$ cat config.mk
export PLATFORM = sky130hd
export DESIGN_NAME = system2_onchip_mem_arbiter_flat
export DESIGN_NICKNAME = d
export VERILOG_FILES = /design/src/rtl/system2_onchip_mem_arbiter_if.sv /design/src/rtl/system2_onchip_mem_arbiter.sv /design/src/flat_wrapper.sv
export SDC_FILE = /design/constraint.sdc
export NUM_CORES = 1
export LEC_CHECK = 0
export ABC_AREA = 1
export BUFFER_PORTS_ARGS = -buffer_cell sky130_fd_sc_hd__buf_2
export CAP_MARGIN = 25
export CORE_AREA = 2 2 96 98
export CTS_CLUSTER_DIAMETER = 30
export DETAILED_ROUTE_END_ITERATION = 6
export DIE_AREA = 0 0 98 100
export PLACE_DENSITY_LB_ADDON = 0.3
export SLEW_MARGIN = 20
export SYNTH_ARGS = -nofsm -noshare
export SYNTH_HDL_FRONTEND = slang
export SYNTH_SLANG_ARGS = --single-unit
$ cat constraint.sdc
create_clock -name clk -period 1.1 [get_ports clk]
set_clock_uncertainty 0.15 [all_clocks]
set_input_delay 0.055 -clock clk [delete_from_list [all_inputs] [get_ports clk]]
set_output_delay 0.055 -clock clk [all_outputs]
set_load 0.02 [all_outputs]
$ cat src/rtl/system2_onchip_mem_arbiter_if.sv
// One Avalon-MM master bundle toward the on-chip memory arbiter.
// The master drives the command fields; the arbiter drives the stall and the read return.
interface system2_onchip_mem_arbiter_if #(
  parameter int ADDR_W = 10,
  parameter int DATA_W = 32
);
  localparam int BE_W = DATA_W / 8;

  logic [ADDR_W-1:0] address;
  logic [BE_W-1:0]   byteenable;
  logic              read;
  logic              write;
  logic [DATA_W-1:0] writedata;
  logic              waitrequest;
  logic [DATA_W-1:0] readdata;
  logic              readdatavalid;

  // Handshake: a command (read or write high) is accepted in a cycle where waitrequest is low.
  // A command that is not accepted must be held. An accepted read returns its data with
  // readdatavalid exactly one cycle later. An accepted write needs no response.
  modport master (
    output address, byteenable, read, write, writedata,
    input  waitrequest, readdata, readdatavalid
  );

  modport slave (
    input  address, byteenable, read, write, writedata,
    output waitrequest, readdata, readdatavalid
  );
endinterface

$ cat src/rtl/system2_onchip_mem_arbiter.sv
// Two-master round-robin arbiter in front of one single-port on-chip RAM (registered address, unregistered q).
// Optional saturating contention counter output is enabled with the macro OCM_ARB_CONTENTION_CNT_EN.
module system2_onchip_mem_arbiter #(
  parameter int ADDR_W = 10,
  parameter int DATA_W = 32,
  parameter int CNT_W  = 16
) (
  input  logic                  clk,
  input  logic                  reset,
  system2_onchip_mem_arbiter_if.slave m0,
  system2_onchip_mem_arbiter_if.slave m1,
  output logic [ADDR_W-1:0]     mem_address,
  output logic [DATA_W/8-1:0]   mem_byteenable,
  output logic                  mem_chipselect,
  output logic                  mem_write,
  output logic [DATA_W-1:0]     mem_writedata,
  output logic                  mem_clken,
  input  logic [DATA_W-1:0]     mem_readdata
`ifdef OCM_ARB_CONTENTION_CNT_EN
  ,
  output logic [CNT_W-1:0]      contention_cnt
`endif
);

  logic req0;
  logic req1;
  logic grant0;
  logic grant1;
  logic last_grant;
  logic rd_pend;
  logic rd_id;

  // A master with the other one idle always wins; under contention the loser of the last grant wins.
  always_comb begin
    req0   = m0.read | m0.write;
    req1   = m1.read | m1.write;
    grant0 = 1'b0;
    grant1 = 1'b0;
    if (!reset) begin
      if (req0 && (!req1 || last_grant)) begin
        grant0 = 1'b1;
      end else if (req1) begin
        grant1 = 1'b1;
      end
    end
  end

  // Read-with-write from the same master is a write, so byteenable is honoured only then.
  always_comb begin
    mem_chipselect = grant0 | grant1;
    mem_write      = 1'b0;
    mem_address    = '0;
    mem_byteenable = '0;
    mem_writedata  = '0;
    if (grant0) begin
      mem_address    = m0.address;
      mem_write      = m0.write;
      mem_byteenable = m0.write ? m0.byteenable : '1;
      mem_writedata  = m0.writedata;
    end else if (grant1) begin
      mem_address    = m1.address;
      mem_write      = m1.write;
      mem_byteenable = m1.write ? m1.byteenable : '1;
      mem_writedata  = m1.writedata;
    end
  end

  assign mem_clken = 1'b1;

  always_ff @(posedge clk) begin
    if (reset) begin
      last_grant <= 1'b1;
      rd_pend    <= 1'b0;
      rd_id      <= 1'b0;
    end else begin
      if (grant0) begin
        last_grant <= 1'b0;
      end else if (grant1) begin
        last_grant <= 1'b1;
      end
      rd_pend <= (grant0 & ~m0.write) | (grant1 & ~m1.write);
      rd_id   <= grant1;
    end
  end

  assign m0.waitrequest = req0 & ~grant0;
  assign m1.waitrequest = req1 & ~grant1;

  // Gating with reset also drops a read accepted just before reset asserted.
  assign m0.readdatavalid = rd_pend & ~rd_id & ~reset;
  assign m1.readdatavalid = rd_pend & rd_id & ~reset;
  assign m0.readdata      = mem_readdata;
  assign m1.readdata      = mem_readdata;

`ifdef OCM_ARB_CONTENTION_CNT_EN
  always_ff @(posedge clk) begin
    if (reset) begin
      contention_cnt <= '0;
    end else if (req0 && req1 && (contention_cnt != {CNT_W{1'b1}})) begin
      contention_cnt <= contention_cnt + 1'b1;
    end
  end
`else
  logic [CNT_W-1:0] unused_cnt_w;
  assign unused_cnt_w = '0;
`endif

endmodule

$ cat src/flat_wrapper.sv
// flat-port wrapper written by rule: the top's interface ports become plain ports
module system2_onchip_mem_arbiter_flat 
#(
  parameter int ADDR_W = 10,
  parameter int DATA_W = 32,
  parameter int CNT_W  = 16
)
  (clk, reset, mem_address, mem_byteenable, mem_chipselect, mem_write, mem_writedata, mem_clken, mem_readdata, m0_address, m0_byteenable, m0_read, m0_write, m0_writedata, m0_waitrequest, m0_readdata, m0_readdatavalid, m1_address, m1_byteenable, m1_read, m1_write, m1_writedata, m1_waitrequest, m1_readdata, m1_readdatavalid);
  system2_onchip_mem_arbiter_if #(.ADDR_W(ADDR_W), .DATA_W(DATA_W)) m0_i ();
  system2_onchip_mem_arbiter_if #(.ADDR_W(ADDR_W), .DATA_W(DATA_W)) m1_i ();
  input  logic clk;
  input  logic reset;
  output logic [ADDR_W-1:0] mem_address;
  output logic [DATA_W/8-1:0] mem_byteenable;
  output logic mem_chipselect;
  output logic mem_write;
  output logic [DATA_W-1:0] mem_writedata;
  output logic mem_clken;
  input  logic [DATA_W-1:0] mem_readdata;
  input wire logic [$bits(m0_i.address)-1:0] m0_address;
  input wire logic [$bits(m0_i.byteenable)-1:0] m0_byteenable;
  input wire logic [$bits(m0_i.read)-1:0] m0_read;
  input wire logic [$bits(m0_i.write)-1:0] m0_write;
  input wire logic [$bits(m0_i.writedata)-1:0] m0_writedata;
  output wire logic [$bits(m0_i.waitrequest)-1:0] m0_waitrequest;
  output wire logic [$bits(m0_i.readdata)-1:0] m0_readdata;
  output wire logic [$bits(m0_i.readdatavalid)-1:0] m0_readdatavalid;
  input wire logic [$bits(m1_i.address)-1:0] m1_address;
  input wire logic [$bits(m1_i.byteenable)-1:0] m1_byteenable;
  input wire logic [$bits(m1_i.read)-1:0] m1_read;
  input wire logic [$bits(m1_i.write)-1:0] m1_write;
  input wire logic [$bits(m1_i.writedata)-1:0] m1_writedata;
  output wire logic [$bits(m1_i.waitrequest)-1:0] m1_waitrequest;
  output wire logic [$bits(m1_i.readdata)-1:0] m1_readdata;
  output wire logic [$bits(m1_i.readdatavalid)-1:0] m1_readdatavalid;
  assign m0_i.address = m0_address;
  assign m0_i.byteenable = m0_byteenable;
  assign m0_i.read = m0_read;
  assign m0_i.write = m0_write;
  assign m0_i.writedata = m0_writedata;
  assign m0_waitrequest = m0_i.waitrequest;
  assign m0_readdata = m0_i.readdata;
  assign m0_readdatavalid = m0_i.readdatavalid;
  assign m1_i.address = m1_address;
  assign m1_i.byteenable = m1_byteenable;
  assign m1_i.read = m1_read;
  assign m1_i.write = m1_write;
  assign m1_i.writedata = m1_writedata;
  assign m1_waitrequest = m1_i.waitrequest;
  assign m1_readdata = m1_i.readdata;
  assign m1_readdatavalid = m1_i.readdatavalid;
  system2_onchip_mem_arbiter #(.ADDR_W(ADDR_W), .DATA_W(DATA_W), .CNT_W(CNT_W)) u_core (.clk(clk), .reset(reset), .m0(m0_i), .m1(m1_i), .mem_address(mem_address), .mem_byteenable(mem_byteenable), .mem_chipselect(mem_chipselect), .mem_write(mem_write), .mem_writedata(mem_writedata), .mem_clken(mem_clken), .mem_readdata(mem_readdata));
endmodule
==> results.yml, run 1 <==
synthesis:
  yosysTopAreaCellShare_pct: 33.41
  yosys.cell_types.count: 19
  synth_top_cell_by_area: "buf_4"
  synthFlopType: "dfxtp_1"
  synth.yosys.seq_area_share_pct: 3.874
  netlist_instances: 269
  ys_ff_latch: 3
  synth.area.top_cells: "buf_4 33%, nand4_1 19%, nand3_1 15%"
  synth_common_cells: "69 x buf_4, 55 x nand2_1, 48 x nand3_1, 48 x nand4_1, 12 x buf_2"
  synth_area_mm2: 0.001550
  ys_async_sr_fraction_pct: 0
  yosysMostFrequentCell: "buf_4"
  ys.warnings.count: 0
  synth_enable_flop_cells: 0
  avgSynthCellArea_um2: 5.763
  synth_nets: 399
floorplanning:
  die_h_um: 100
  die_area_mm2: 0.009800
  rows: 35
  start_util_pct: 17.44
  coreArea_mm2: 0.008890
  ios: 247
  die_w_um: 98
setup_path:
  worstReg2RegEnd: "u_core.rd_pend"
  r2r_start: "u_core.last_grant"
  crit_path_start: "u_core.last_grant"
  path_max_fanout: 6
  cp_num_buf_inv: 4
  endpoint_kind: "output port"
  worst-setup-path-type: "reg2out"
  critical_path.top_delay_family: "buffers and inverters"
  r2r_slack_ps: -80
  cp.required_ps: 890
  start_kind: "register"
  path_cells: "inv_2 -> o21ai_4 -> nand2_4 -> buf_12 -> buf_16 -> a21oi_4 -> buf_6"
  cp_data_arrival_time_ps: 1350
  reg2regPathDepth: 6
  max_stage_delay_ps: 310
  slowest_stage: "dfxtp_2"
worst_hold_path:
  min_delay_worst_endpoint: "u_core.rd_pend"
  worstHoldStart: "m0_write"
  whs_path_depth: 5
  min_path_type: "in2reg"
clocking:
  cts_buffer_depth: 2
  root_buffer: "clkbuf_8"
  tritoncts: "yes"
  clock_latency_ps: 220
  path_clk_slew_ps: 30
  cts_max_level: 1
  clkSinkCount: 3
  numCtsBuffers: 3
sta:
  worst_slew_pin_slew_ps: 592.5
  relSlewSlack_pct: 60.41
  fin_crit_sh_pct: 141.5
  worst_slack_ps: -457.0
  final.min_clock_period_ps: 1557
  setup_viol: 53
  setup_tns_ps: -20540
  hold_viol_final: 0
  finalMaxSlewViolations: 0
  fmax_ghz: 0.6423
  rsz0062_at_grt: "true"
power_and_ir_drop:
  pwr-share-clk_pct: 14.1
  p_sw_share_pct: 49.14
  seqPwrFrac_pct: 5.2
  p_leak_nw: 1.579
  switching_power_w: 0.001163
  power.total_w: 0.002367
  vdd_drop_max_mv: 0.3139
  p_int_w: 0.001204
  combPwrFrac_pct: 80.7
  powerDensity_mw_per_mm2: 725.5
drt:
  vias: 2419
  routed_wl_um: 8720
  drc: 0
  wl_per_cell_um: 17.37
  firstDrtPassIters: 4
  viasPerCell: 4.819
  postRouteAntennaNets: 0
  drtIter0Drc: 86
finish:
  drive_above_1_share_pct: 68.80
  design_area_mm2: 0.003263
  antenna_cells: 0
  final_nets: 522
  fin_cells: 502
  fill_cells: 932
  synthToLayoutAreaGrowth_pct: 110.5
grt:
  grt_pass1_wl_um: 11300
  grt_usage_pct: 14.27
  grt_max_degree: 30
  grt_overflow: 0
  antenna_found_initial: 0
  grt_pass1_vias: 2204
placement:
  dp_cells: 453
  io_buffer_count: 149
  dpl.hpwl_um: 4818
  gp_congestion: 0.7639
  place_area_mm2: 0.002132
run:
  drv_cap: 0
outcome:
  status: "finished with violations"
  violations: "negative setup slack"
-- routing by layer --
| metal | wire length, um | global-route usage [%] |
|---|---|---|
| met5 | 0 | 0 |
| met3 | 702 | 2.507 |
| met4 | 177 | 5.021 |
| met2 | 4629 | 26.98 |
| met1 | 3210 | 16.04 |
-- metrics by stage --
step	setup WS (ps)	hold WS (ps)	utilization, %
after CTS	-476.6	162.9	32.46
after global routing	-502.8	205.8	36.71
after floorplan	-11.88	-12.99	-
final	-457.0	159.2	36.71
after global placement	-607.0	-39.80	23.98
after detailed placement	-719.9	-39.80	23.98
-- state kept, by name (all words and copies together) (netlist names) --
name	flops
u_core.last_grant	1
u_core.rd_pend	1
u_core.rd_id	1
-- cell type report --
| cell class | instances | area, um^2 | share of cell area [%] |
|---|---|---|---|
| multi-input cells | 170 | 1237 | 37.92 |
| repair buffers | 205 | 1739 | 53.30 |
| clock buffers | 4 | 45.04 | 1.380 |
| inverters | 9 | 41.29 | 1.265 |
| well taps | 111 | 138.9 | 4.256 |
| flip-flops and latches | 3 | 61.31 | 1.879 |
-- repair_timing --
action                                 4_1_cts  5_1_grt
endpoints found under the hold margin       65        0
setup endpoints to repair                   54       55
cloned                                       5        5
gates resized for setup                     77       69
buffers inserted                             3        0
hold buffers                                33        0
pin swaps                                    2       14
-- layout by cell type, fill, tap and decap left out --
master	instances
nor2_2	2
conb_1	1
or2_2	4
nand3_4	7
buf_2	102
buf_12	7
nor2_4	4
nand2_1	7
nand2_4	1
dfxtp_2	1
clkbuf_1	1
dlygate4sd3_1	33
a21oi_4	3
nand4_1	48
buf_4	11
nand2_2	47
clkbuf_16	3
nand3_1	20
inv_8	1
buf_6	46
inv_1	6
and2_1	1
o21ai_4	1
nor2_1	2
o211ai_1	1
dfxtp_1	2
buf_16	3
nand3_2	21
inv_2	2
clkbuf_8	3
-- worst max-delay path by stage --
stage	to	slack [ps]	cells past startpoint
after global routing	mem_writedata[30]	-500	8
after floorplan	mem_address[0]	-10	6
final	m1_waitrequest	-460	7
after CTS	mem_writedata[16]	-480	8
after detailed placement	mem_byteenable[2]	-720	6
after global placement	mem_address[8]	-610	6
-- cells by family after synthesis --
family | share of synthesized area, %
other | 0.2419
AO/OA/AOI/OAI | 2.018
flip-flops | 3.874
buffers and inverters | 42.13
AND/OR/NAND/NOR | 51.74
-- power groups by stage --
stage	Clock (W)	Sequential (W)	Combinational (W)
2_1_floorplan	0	0.000122	0.00101
3_5_place_dp	0	0.000123	0.00114
6_report	0.000333	0.000122	0.00191
4_1_cts	0.000333	0.000122	0.00171
3_3_place_gp	0	0.000123	0.00113
5_1_grt	0.000344	0.000123	0.00202
-- worst reg2reg max path: stages, from the launching register on --
cell	delay (ps)
dfxtp_2	300
inv_2	70
o21ai_4	90
buf_6	150
clkbuf_16	170
nand4_1	70
nand2_1	60
No activity file was read; power rests on OpenSTA's default activity.
==> run 2: changes to the inputs <==
Settings changed: ABC_AREA 1 to default, CORE_AREA 2 2 96 98 to 2 2 95 97, DIE_AREA 0 0 98 100 to 0 0 97 99.
==> run 2 against run 1 <==
Net effect:
- the run still ends with negative setup slack left
- via count is 31% lower
- area after synthesis is 23% lower
- fmax is 11% lower
- clock-buffer cell count stayed put
- first-iteration DRC count is 80% lower
- die area is 2.0% lower
- global-route usage is 3.0 points lower
- synthesized cell count is 43% lower
- utilization is 2.3 points lower
- routed wire length is 28% lower
- flip-flop and latch count stayed put
- register-to-register slack worse by 140 ps
==> results.yml, run 2 <==
power_and_ir_drop:
  powerDensity_mw_per_mm2: 770.4
  p_leak_nw: 1.514
  vdd_drop_max_mv: 0.2651
floorplanning:
  rows: 34
  coreArea_mm2: 0.008551
  die_area_mm2: 0.009603
  start_util_pct: 14.03
  ios: 247
  die_w_um: 97
  die_h_um: 99
synthesis:
  synthFlopType: "dfxtp_1"
  avgSynthCellArea_um2: 7.894
  synth_common_cells: "68 x buf_4, 47 x a22o_1, 8 x nand2b_1"
  ys_ff_latch: 3
  yosys.cell_types.count: 20
  synth.area.top_cells: "buf_4 43%, a22o_1 34%, dfxtp_1 5.0%"
  yosysMostFrequentCell: "buf_4"
  synth_top_cell_by_area: "buf_4"
  ys.warnings.count: 0
  synth_enable_flop_cells: 0
  yosysTopAreaCellShare_pct: 42.54
  synth_area_mm2: 0.001200
  netlist_instances: 152
  synth.yosys.seq_area_share_pct: 5.005
  synth_nets: 282
  ys_async_sr_fraction_pct: 0
grt:
  antenna_found_initial: 0
  grt_pass1_vias: 1678
  grt_overflow: 0
  grt_max_degree: 14
  grt_pass1_wl_um: 8673
  grt_usage_pct: 11.23
worst_hold_path:
  min_path_type: "in2reg"
  whs_path_depth: 4
  worstHoldStart: "reset"
  min_delay_worst_endpoint: "u_core.last_grant"
setup_path:
  path_cells: "buf_6 -> a211oi_4 -> buf_6 -> buf_12 -> a22o_1 -> buf_6"
  worst-setup-path-type: "reg2out"
  max_stage_delay_ps: 320
  crit_path_start: "u_core.last_grant"
  slowest_stage: "dfxtp_2"
  worstReg2RegEnd: "u_core.rd_pend"
  cp_data_arrival_time_ps: 1540
  reg2regPathDepth: 5
  cp.required_ps: 890
  endpoint_kind: "output port"
  path_max_fanout: 12
  crit_top_cell: "buf_6"
  r2r_slack_ps: -220
  r2r_start: "u_core.last_grant"
  start_kind: "register"
placement:
  dp_cells: 347
  dpl.hpwl_um: 4190
  gp_congestion: 0.7500
  io_buffer_count: 149
drt:
  vias: 1659
  routed_wl_um: 6300
  firstDrtPassIters: 3
  drtIter0Drc: 17
  viasPerCell: 4.179
  postRouteAntennaNets: 0
  drc: 0
  wl_per_cell_um: 15.87
sta:
  worst_slack_ps: -646.1
  final.min_clock_period_ps: 1746
  setup_viol: 52
  fin_crit_sh_pct: 158.7
  hold_viol_final: 0
  fmax_ghz: 0.5727
  finalMaxSlewViolations: 0
  rsz0062_at_grt: "true"
finish:
  drive_above_1_share_pct: 79.24
  fin_cells: 397
  final_util_pct: 34.45
  final_nets: 420
  mostFrequentLayoutCell: "buf_2"
  top_regs: "u_core.last_grant (1), u_core.rd_id (1), u_core.rd_pend (1)"
  antenna_cells: 0
  synthToLayoutAreaGrowth_pct: 145.5
  mostFrequentLayoutCells: "104 x buf_2, 43 x buf_6, 39 x a22o_4, 32 x dlygate4sd3_1, 17 x buf_4"
run:
  drv_cap: 0
clocking:
  root_buffer: "clkbuf_8"
  path_clk_slew_ps: 40
  cts_buffer_depth: 2
  cts_max_level: 1
  clkSinkCount: 3
  tritoncts: "yes"
  numCtsBuffers: 3
  clock_latency_ps: 220
outcome:
  status: "finished with violations"
  violations: "negative setup slack"
run 2: cell types whose count changed in the layout (fill, tap and decap cells not counted), sizes merged, moves of 4 or more:
cell	before	now
buf	169	173
nand4	48	0
nand3	48	0
nand2	55	2
a22o	0	47
inv	9	2
nand2b	0	8
run 2: cells by family (layout without fill, tap and decap cells):
| family | count (synthesis) | count (layout) | share of synthesized area [%] |
|---|---|---|---|
| simple gates | 19 | 19 | 9.282 |
| buf+inv | 77 | 214 | 46.92 |
| compound gates | 52 | 52 | 38.48 |
| flops | 3 | 3 | 5.005 |
| other cells | 1 | 1 | 0.3125 |
run 2: how the worst max path moves through the flow:
stage	end	slack, ps	cells after the start
finish	mem_address[2]	-650	6
global route	mem_address[2]	-700	6
CTS	mem_address[2]	-640	6
detailed placement	mem_address[9]	-490	5
global placement	mem_writedata[7]	-460	5
floorplan	mem_byteenable[0]	-290	5
run 2: timing repair:
action,CTS,global route
setup endpoints to repair,52,52
setup buffers,6,1
endpoints found under the hold margin,64,0
pin swaps,3,11
gates cloned,5,3
gates resized for setup,77,25
hold buffers,32,0
run 2: worst max-delay path, delay by kind of cell (launching register included):
family	cells	cell delay, ps
AO/OA/AOI/OAI	2	400
buffers and inverters	4	590
flip-flops	1	320
run 2: final cells by class:
cell class                 instances  area [um^2]
fill                             877         5605
timing repair buffer             208         1733
multi-input combinational         72        963.4
tap                              108        135.1
sequential                         3        61.31
clock buffer                       4        45.04
inverter                           2        7.507
run 2: layer usage:
metal  track usage, %  wire length (um)
met1            12.18              2211
met2            22.28              3534
met3            2.766               546
met4            1.733                 7
met5                0                 0
run 2: through the flow:
stage,hold slack [ps],cell area [um^2],setup TNS [ps],total power (W),setup WS [ps]
6_report,101.5,2945,-29540,0.002269,-646.1
5_1_grt,118.3,2945,-31650,0.002378,-695.0
4_1_cts,90.28,2805,-29480,0.002205,-640.5
3_5_place_dp,-39.80,2036,-22410,0.001279,-485.8
3_3_place_gp,-39.80,2036,-21360,0.001272,-464.8
2_1_floorplan,7.911,1595,-12740,0.001188,-287.0
run 2: where the power goes:
group / total [W] / switching (W) / internal (W)
logic: 0.00181 / 0.000860 / 0.000947
registers: 0.000125 / 0.00000524 / 0.000120
clock network: 0.000337 / 0.0000887 / 0.000249
total: 0.00227 / 0.000954 / 0.00131
==> run 3: changes to the inputs <==
==> constraint.sdc (replaced) <==
create_clock -name clk -period 1.6 [get_ports clk]
set_clock_uncertainty 0.15 [all_clocks]
set_input_delay 0.08 -clock clk [delete_from_list [all_inputs] [get_ports clk]]
set_output_delay 0.08 -clock clk [all_outputs]
set_load 0.1 [all_outputs]
==> run 3 against run 2 <==
Net effect:
- the flow still finishes with violations (negative setup slack)
- largest power group unchanged
- first-iteration DRC count is 24% lower
- clock power is 35% lower
- clock-buffer cell count stayed put
- hold slack worse by 91 ps
- flip-flop and latch count stayed put
- combinational power is 9% higher
- sequential power is 31% lower
- critical path depth stayed put
- design area is 1.5% lower
- cell count is 10% lower
- routed wire length is 15% lower
- largest cell class unchanged
- critical endpoint is now mem_byteenable[0]
==> results.yml, run 3 (synthesis gave the netlist of run 2 again) <==
floorplanning:
  die_w_um: 97
  ios: 247
  coreArea_mm2: 0.008551
  die_h_um: 99
  start_util_pct: 14.03
  die_area_mm2: 0.009603
  rows: 34
setup_path:
  worst-setup-path-type: "reg2out"
  endpoint_kind: "output port"
  max_stage_delay_ps: 320
  cp.required_ps: 1370
  crit_top_cell: "buf_6"
  cp_data_arrival_time_ps: 1580
  path_cells: "buf_6 -> a211oi_4 -> buf_6 -> clkbuf_16 -> a22o_2 -> buf_12"
  path_max_fanout: 9
  start_kind: "register"
  slowest_stage: "dfxtp_2"
clocking:
  path_clk_slew_ps: 30
  tritoncts: "yes"
  cts_buffer_depth: 2
  postCtsHoldBufs: 0
  clock_latency_ps: 220
  clkSinkCount: 3
  cts_max_level: 1
  numCtsBuffers: 3
  root_buffer: "clkbuf_8"
power_and_ir_drop:
  p_int_w: 0.001044
  p_sw_share_pct: 54.24
  combPwrFrac_pct: 86.6
  p_leak_nw: 1.405
  pwr-share-clk_pct: 9.6
  seqPwrFrac_pct: 3.8
  switching_power_w: 0.001238
  vdd_drop_max_mv: 0.3170
  powerDensity_mw_per_mm2: 786.4
grt:
  grt_pass1_vias: 1477
  grt_max_degree: 27
  grt_pass1_wl_um: 7714
  grt_overflow: 0
  grt_usage_pct: 9.898
  antenna_found_initial: 0
sta:
  fmax_ghz: 0.5521
  fin_crit_sh_pct: 113.2
  rsz0062_at_grt: "true"
  worst_slack_ps: -211.3
  hold_viol_final: 0
  setup_viol: 48
  finalMaxSlewViolations: 0
  final.min_clock_period_ps: 1811
outcome:
  status: "finished with violations"
  violations: "negative setup slack"
finish:
  drive_above_1_share_pct: 91.16
  antenna_cells: 0
  top_regs: "u_core.last_grant (1), u_core.rd_id (1), u_core.rd_pend (1)"
  final_nets: 380
  ff_latch_area_um2: 61.31
  fill_cells: 856
  multi_input_area_um2: 858.3
  mostFrequentLayoutCell: "buf_2"
  mostFrequentLayoutCells: "99 x buf_2, 55 x buf_12, 24 x a22o_4, 22 x a22o_2, 8 x nand2b_1"
  fin_cells: 357
  synthToLayoutAreaGrowth_pct: 141.8
drt:
  viasPerCell: 3.966
  routed_wl_um: 5330
  drtIter0Drc: 13
  drc: 0
  firstDrtPassIters: 4
  vias: 1416
  wl_per_cell_um: 14.93
  postRouteAntennaNets: 0
run:
  drv_cap: 0
placement:
  pre_cts_slack_ps: -35.09
  io_buffer_count: 149
  gp_congestion: 0.6885
  dpl.hpwl_um: 4048
  dp_cells: 343
worst_hold_path:
  min_path_type: "in2out"
-- run 3: cell types whose count changed in the layout (fill, tap and decap cells not counted), sizes merged --
cell and delta:
dlygate4sd3 -32, buf -6, clkbuf -2
-- run 3: repair_timing --
action,CTS,global route
cloned,3,1
endpoints found under the setup margin,48,48
buffers inserted,4,2
gates resized for setup,16,19
pin swaps,3,1
-- run 3: metal layers --
layer,wire length [um],track usage [%],up-vias,share of wire [%]
li1,-,-,677,-
met1,1817,10.52,615,34
met2,2914,19.50,97,55
met3,467,1.631,27,8.8
met4,130,3.575,0,2.4
met5,0,0,-,0
-- run 3: critical path, delay by kind of cell, from the launching register on --
family	cells	cell delay [ps]
buf+inv	4	610
compound gates	2	430
flops	1	320
-- run 3: worst paths after layout --
kind / slack (ps) / cells after the start / from / to
hold reg to reg: 490 / 4 / u_core.last_grant / u_core.last_grant
setup / recovery: -210 / 6 / u_core.last_grant / mem_byteenable[0]
hold / removal: 10 / 0 / mem_readdata[26] / m1_readdata[26]
setup reg to reg: 130 / 6 / u_core.last_grant / u_core.rd_pend
-- run 3: power by group through the flow --
stage	Sequential [W]	Combinational [W]	Clock (W)
after floorplan	0.0000873	0.00187	0
after global placement	0.0000875	0.00182	0
after detailed placement	0.0000882	0.00182	0
after CTS	0.0000860	0.00192	0.000228
after global routing	0.0000871	0.00204	0.000232
final	0.0000860	0.00198	0.000219
-- run 3: through the flow --
stage          utilization (%)  power (W)  hold slack (ps)  cell area (um^2)  setup TNS (ps)
4_1_cts                  31.69   0.002230            10.99              2710           -8055
2_1_floorplan                -   0.001953            62.30              1299           -5729
5_1_grt                  33.93   0.002358            10.19              2902          -10670
6_report                 33.93   0.002282            10.05              2902           -8143
3_3_place_gp             29.05   0.001903            10.99              2484          -66.61
3_5_place_dp             29.05   0.001911            10.99              2484          -782.9
-- run 3: final cells by class --
| class | count | share of cell area, % |
|---|---|---|
| Sequential cell | 3 | 2.113 |
| Tap cell | 108 | 4.657 |
| Multi-Input combinational cell | 72 | 29.58 |
| Clock buffer | 4 | 1.552 |
| Inverter | 2 | 0.2587 |
| Timing Repair Buffer | 168 | 61.84 |
